--- src/rtl/mux_nto1_scan.sv ---
`timescale 1ns/1ps
// ---------------------------------------------------------------------------
// mux_nto1_scan
//
// Registered N-to-1 word selector with a manual mode (host drives the select)
// and an auto-scan mode (an internal sequencer visits every channel, dwelling
// DWELL update cycles on each). The output word f and its channel tag ch are
// written on the same edge, so they always describe the same input word.
//
// Ports
//   clk          rising-edge clock
//   rst_n        asynchronous active-low reset
//   en           block enable; 0 = idle, f/ch held
//   mode         0 = manual select, 1 = auto-scan
//   s            manual channel select
//   w            flattened inputs, channel k at w[k*WIDTH +: WIDTH]
//   f            registered selected word
//   ch           channel index of the word currently on f
//   valid        high for the cycle after an update edge (en was 1)
//   wrap         one-cycle pulse when the scan steps from CH-1 back to 0
//   err          one-cycle pulse when a manual select s >= CH was rejected
//   o_dbg_state  current sequencer state (IDLE/MANUAL/SCAN) for observation
//
// Handshake: there is no back-pressure. valid=1 means f/ch were refreshed on
// the last edge; the consumer must take the word in that cycle or lose it.
// ---------------------------------------------------------------------------
module mux_nto1_scan #(
    parameter int WIDTH = 3,
    parameter int CH    = 4,
    parameter int SEL_W = 2,
    parameter int DWELL = 5
) (
    input  logic                  clk,
    input  logic                  rst_n,
    input  logic                  en,
    input  logic                  mode,
    input  logic [SEL_W-1:0]      s,
    input  logic [CH*WIDTH-1:0]   w,
    output logic [WIDTH-1:0]      f,
    output logic [SEL_W-1:0]      ch,
    output logic                  valid,
    output logic                  wrap,
    output logic                  err,
    output logic [1:0]            o_dbg_state
);

    typedef enum logic [1:0] {
        IDLE   = 2'd0,
        MANUAL = 2'd1,
        SCAN   = 2'd2
    } state_t;

    // Channel count in SEL_W+1 bits so CH = 2**SEL_W is representable.
    localparam logic [SEL_W:0] CH_LIM     = (SEL_W+1)'(CH);
    localparam logic [7:0]     DWELL_LAST = 8'(DWELL - 1);

    state_t           r_state;
    state_t           w_state_nxt;
    logic [7:0]       r_dcnt;
    logic [7:0]       w_dcnt_nxt;
    logic [SEL_W-1:0] w_ch_nxt;
    logic [SEL_W:0]   w_ch_inc;
    logic             w_wrap_nxt;
    logic             w_err_nxt;

    // One extra bit so ch+1 cannot overflow before the wrap compare.
    assign w_ch_inc    = {1'b0, ch} + (SEL_W+1)'(1);
    assign o_dbg_state = r_state;

    always_comb begin
        w_state_nxt = r_state;
        w_ch_nxt    = ch;
        w_dcnt_nxt  = r_dcnt;
        w_wrap_nxt  = 1'b0;
        w_err_nxt   = 1'b0;

        if (!en) begin
            // Idle keeps channel and dwell position so a resumed scan
            // continues where it stopped.
            w_state_nxt = IDLE;
        end else if (!mode) begin
            w_state_nxt = MANUAL;
            w_dcnt_nxt  = '0;
            if ({1'b0, s} < CH_LIM) begin
                w_ch_nxt = s;
            end else begin
                w_err_nxt = 1'b1;
            end
        end else begin
            w_state_nxt = SCAN;
            if (r_state == MANUAL) begin
                // Coming from manual: restart the dwell on the current
                // channel so it gets a full DWELL.
                w_dcnt_nxt = '0;
            end else if (r_dcnt >= DWELL_LAST) begin
                w_dcnt_nxt = '0;
                if (w_ch_inc == CH_LIM) begin
                    w_ch_nxt   = '0;
                    w_wrap_nxt = 1'b1;
                end else begin
                    w_ch_nxt = w_ch_inc[SEL_W-1:0];
                end
            end else begin
                w_dcnt_nxt = r_dcnt + 8'd1;
            end
        end
    end

    always_ff @(posedge clk or negedge rst_n) begin
        if (!rst_n) begin
            r_state <= IDLE;
            r_dcnt  <= '0;
            f       <= '0;
            ch      <= '0;
            valid   <= 1'b0;
            wrap    <= 1'b0;
            err     <= 1'b0;
        end else begin
            r_state <= w_state_nxt;
            r_dcnt  <= w_dcnt_nxt;
            valid   <= en;
            wrap    <= w_wrap_nxt;
            err     <= w_err_nxt;
            if (en) begin
                ch <= w_ch_nxt;
                f  <= w[int'(w_ch_nxt)*WIDTH +: WIDTH];
            end
        end
    end

endmodule

--- config.mk ---
export PLATFORM = sky130hd
export DESIGN_NAME = mux_nto1_scan
export DESIGN_NICKNAME = d
export VERILOG_FILES = /design/src/rtl/mux_nto1_scan.sv
export SDC_FILE = /design/constraint.sdc
export NUM_CORES = 1
export LEC_CHECK = 0
export BUFFER_PORTS_ARGS = -buffer_cell sky130_fd_sc_hd__buf_2
export CAP_MARGIN = 20
export CORE_UTILIZATION = 36
export DETAILED_ROUTE_END_ITERATION = 8
export SYNTH_ARGS = -nofsm -noshare
export SYNTH_HDL_FRONTEND = slang
export SYNTH_SLANG_ARGS = --single-unit
--- constraint.sdc ---
create_clock -name clk -period 3.5 [get_ports clk]
set_input_delay 1.05 -clock clk [delete_from_list [all_inputs] [get_ports clk]]
set_output_delay 1.05 -clock clk [all_outputs]
set_load 0.01 [all_outputs]
# Word-level counts from Yosys, hierarchy flattened

Index checks and enable logic that the tools add are counted.
Widths: inputs -> output; s select.

Add/subtract/negate cells: 2
Multipliers: 1
Div/mod/pow operators: 0
Magnitude comparators: 1
Eq/ne operators: 2
Shift-type cells: 1
Mux-type cells: 15
Bitwise logic cells: 0
Reductions and logical operators: 0

Operators with widths:

| kind                | number |
|---|---|
| $mux 8              | 3 |
| $mux 2              | 7 |
| $shiftx 12x5->3     | 1 |
| $add 8x1->8 const B | 1 |
| $ge 8x3->1 const B  | 1 |
| $mux 1              | 5 |
| $mul 2x2->4 const B | 1 |
| $add 2x1->3 const B | 1 |
| $eq 3x3->1 const B  | 1 |
| $eq 2x1->1 const B  | 1 |

Register bits: 17
Bits in latches: 0
RAM bits: 0
ROM bits: 0
Bits of input ports: 18
Output and inout bits: 10
Word-level logic and storage cells: 28
Memories kept: 0

# Depth between registers and ports, before layout

Word-level depth: 9
Gate-level depth with buffers: 5

# Worst setup path before layout

No wires, ideal clock.

Path kind: input -> register
Start: input mode
End: register f[0]
Data arrival time: 1.977 ns
Required time: 3.410 ns
Path slack: 1.433 ns
Stages: 5
Buffers on the path: 0
Path through: or3b_1 o21ai_0 a211oi_2 or2b_1 o221ai_1

Longest elaborated chain between the ends: 4

RTL lines:

| what                 | RTL line | text |
|---|---|---|
| start, declared      | 36       | `input logic mode,` |
| $mux 2               | 81       | `end else if (!mode) begin` |
| $mux 2               | 77       | `if (!en) begin` |
| $mul 2x2->4          | 126      | `f <= w[int'(w_ch_nxt)*WIDTH +: WIDTH];` |
| $shiftx 12x5->3      | 126      |  |
| end signal, assigned | 126      |  |
| end, declared        | 39       | `output logic [WIDTH-1:0] f,` |

No other way between the ends.
A chain may end at the register's enable or synchronous reset.

# Worst setup path in the final report

Start: input en
End: register f[1]

Longest elaborated chain between the ends: 3

RTL lines:

| what            | RTL line | text |
|---|---|---|
| start, declared | 35       | `input logic en,` |
| $mux 2          | 77       |  |
| $mul 2x2->4     | 126      |  |
| $shiftx 12x5->3 | 126      |  |

Parallel ways exist; a longest one is shown, timed or not.

==> reports/metrics.cfg <==
[setup_path]
path_buf_inv = 1
crit_path_top_delay_cell = a2111oi_2
arrival_ns = 2.44
cp-end-kind = flip-flop
cp-start-kind = primary input
critical-path-top-delay-family = compound AO/OA/AOI/OAI gates
crit_type = in -> reg
crit_chain = buf_2 -> nand2_2 -> a2111oi_2 -> a211oi_2 -> or2b_1 -> o221ai_1
path_max_fanout = 20
worst-endpoint-required_ns = 3.69
crit_start = en
r2r-start = ch[0]
slowest_delay_ns = 0.37

[outcome]
outcome = completed

[final_layout]
fin_util_pct = 46.5
area_growth_pct = 20.6
final_layout_size_suffix_gt1_share_pct = 40.6
num_antenna_cells = 0
num-nets-final = 123

[floorplan]
ios = 28
die_w_um = 50.9
core_sq_um = 2230
start_util_pct = 38.5
die_area_sq_um = 2590
die_y_um = 50.9
num_rows = 17

[global_routing]
antenna_found_initial = 0
grtUsageTotal_pct = 15.3
grt_pass1_vias = 659
grt_max_degree = 21
grt_pass1_wl_um = 2820
overflow = 0

[timing]
clock_skew_ns = 0.0140
grt_setup_unrepaired = no
setup_violations = 0
fin_ws_ns = 1.26
maxSlewViolCount = 0
fin_crit_ns = 2.24
hold_ws_ns = 0.542
fmax_ghz = 0.446
finalCritPeriodShare_pct = 64.1
tns_ns = 0
hold_viol = 0

[yosys]
synth_cell_types = 29
synthFlopType = dfrtp_1
synth_edf_count = 0
synthCells = 73
synth.net_count = 94
ys_seq_area_share_pct = 49.4
synth_top_area_share_pct = 49.4
yosys.area.top_type = dfrtp_1
ys_ff_latch = 17
yosysMostFrequentCell = dfrtp_1
synthTopCellsByArea = dfrtp_1, mux2i_1, ha_1
async_reset_ff_share_pct = 100
synthTopCellsByCount = dfrtp_1, mux2i_1, nor2b_1
yosys_warnings = 0
syn_area_sq_um = 861
syn_area_per_cell_sq_um = 11.8

[routing]
drt-total-wl_um = 1620
drt-initial-drc-count = 9
final_antenna_net_count = 0
vias = 641
drc = 0
drtPass1Iterations = 4
wl_per_cell_um = 12.6
viasPerCell = 4.97

[clock_tree]
cts_resized = 0
cts_tree = yes
cts_buffers = 3
clkTransAtPathRegs_ns = 0.11
clkLatencyLatePin_ns = 0.29
htreeDepth = 1
cts_hold_buf = 0
max-clock-path-buffers = 2
cts_sinks = 17
post-cts-setup-buffers = 0
cts_root_buffer = clkbuf_4

[pwr]
leakagePower_nw = 0.526
powerDensity_nw_per_um2 = 402
irDropWorstVdd_mv = 0.181

[min_path]
min_from = f[2]
hold_path_class = reg -> reg

[placement]
portBuffers = 26
gp_congestion = 0.779
dpl_worst_slack_ns = 0.959
hpwl_um = 1230

[flow_run]
maxCapViolCount = 0

layout by cell type (no fill, tap or decap), types with 2 or more instances in the layout:
cell	count
nand2_1	5
inv_1	4
or3b_1	2
dfrtp_1	17
nor2_1	3
ha_1	3
o21ai_1	4
nor2b_1	6
buf_2	26
o221ai_1	3
clkbuf_4	3
nand2b_2	2
mux2i_1	6
where the power goes:
part / internal (W) / switching, W
clock: 0.0000425 / 0.0000637
combinational: 0.0000407 / 0.0000473
sequential: 0.000212 / 0.0000121
metal layers:
metal  track usage (%)  part of all wire [%]  up-vias
met2              23.7                    49       23
li1                  -                     -      317
met5                 0                     0        -
met3              3.27                   5.5        2
met4              12.0                   1.0        0
met1              18.3                    45      299
state kept, by name, summed over array words and instances, names as in the netlist:
signal and flops:
valid 1, f 3, o_dbg_state 2, ch 2, wrap 1, r_dcnt 8
cell type report:
cell class / instances / area, sq um
clock buffers: 3 / 22.5
clock inverters: 1 / 5.00
fillers: 221 / 1190
inverters: 4 / 15.0
multi-input cells: 50 / 405
flip-flops and latches: 17 / 425
well taps: 28 / 35.0
repair buffers: 26 / 130
stage by stage:
| stage | total power (W) | std cells | cell area, sq um |
|---|---|---|---|
| floorplan | 0.000280 | 73 | 861 |
| global placement | 0.000315 | 125 | 1010 |
| detailed placement | 0.000317 | 125 | 1010 |
| CTS | 0.000425 | 129 | 1040 |
| global route | 0.000444 | 129 | 1040 |
| finish | 0.000418 | 129 | 1040 |
cells by family (layout without fill, tap and decap cells):
| family | after synthesis | after routing | share of synthesized area [%] |
|---|---|---|---|
| other | 1 | 1 | 0.436 |
| multiplexers | 6 | 6 | 6.98 |
| adder cells (fa/ha/maj) | 3 | 3 | 4.36 |
| AND/OR/NAND/NOR | 26 | 26 | 20.2 |
| AO/OA/AOI/OAI | 14 | 14 | 15.1 |
| buffers and inverters | 6 | 34 | 3.49 |
| flip-flops | 17 | 17 | 49.4 |
final timing paths:
| check | end | slack, ns | cells past startpoint |
|---|---|---|---|
| max in group asynchronous | f[0] | 2.56 | 1 |
| worst min register to register | f[2] | 0.54 | 2 |
| worst max register to register | f[1] | 1.63 | 5 |
| min in group asynchronous | r_dcnt[2] | 0.65 | 1 |
| worst max-delay path | f[1] | 1.26 | 6 |
| worst min-delay path | f[2] | 0.54 | 2 |
tightest hold or removal path, stage by stage (launching register included):
cell and delay [ns]:
dfrtp_1 0.39, nand2b_2 0.06, o221ai_1 0.06
Note: power is estimated with default switching activity, not from simulation.
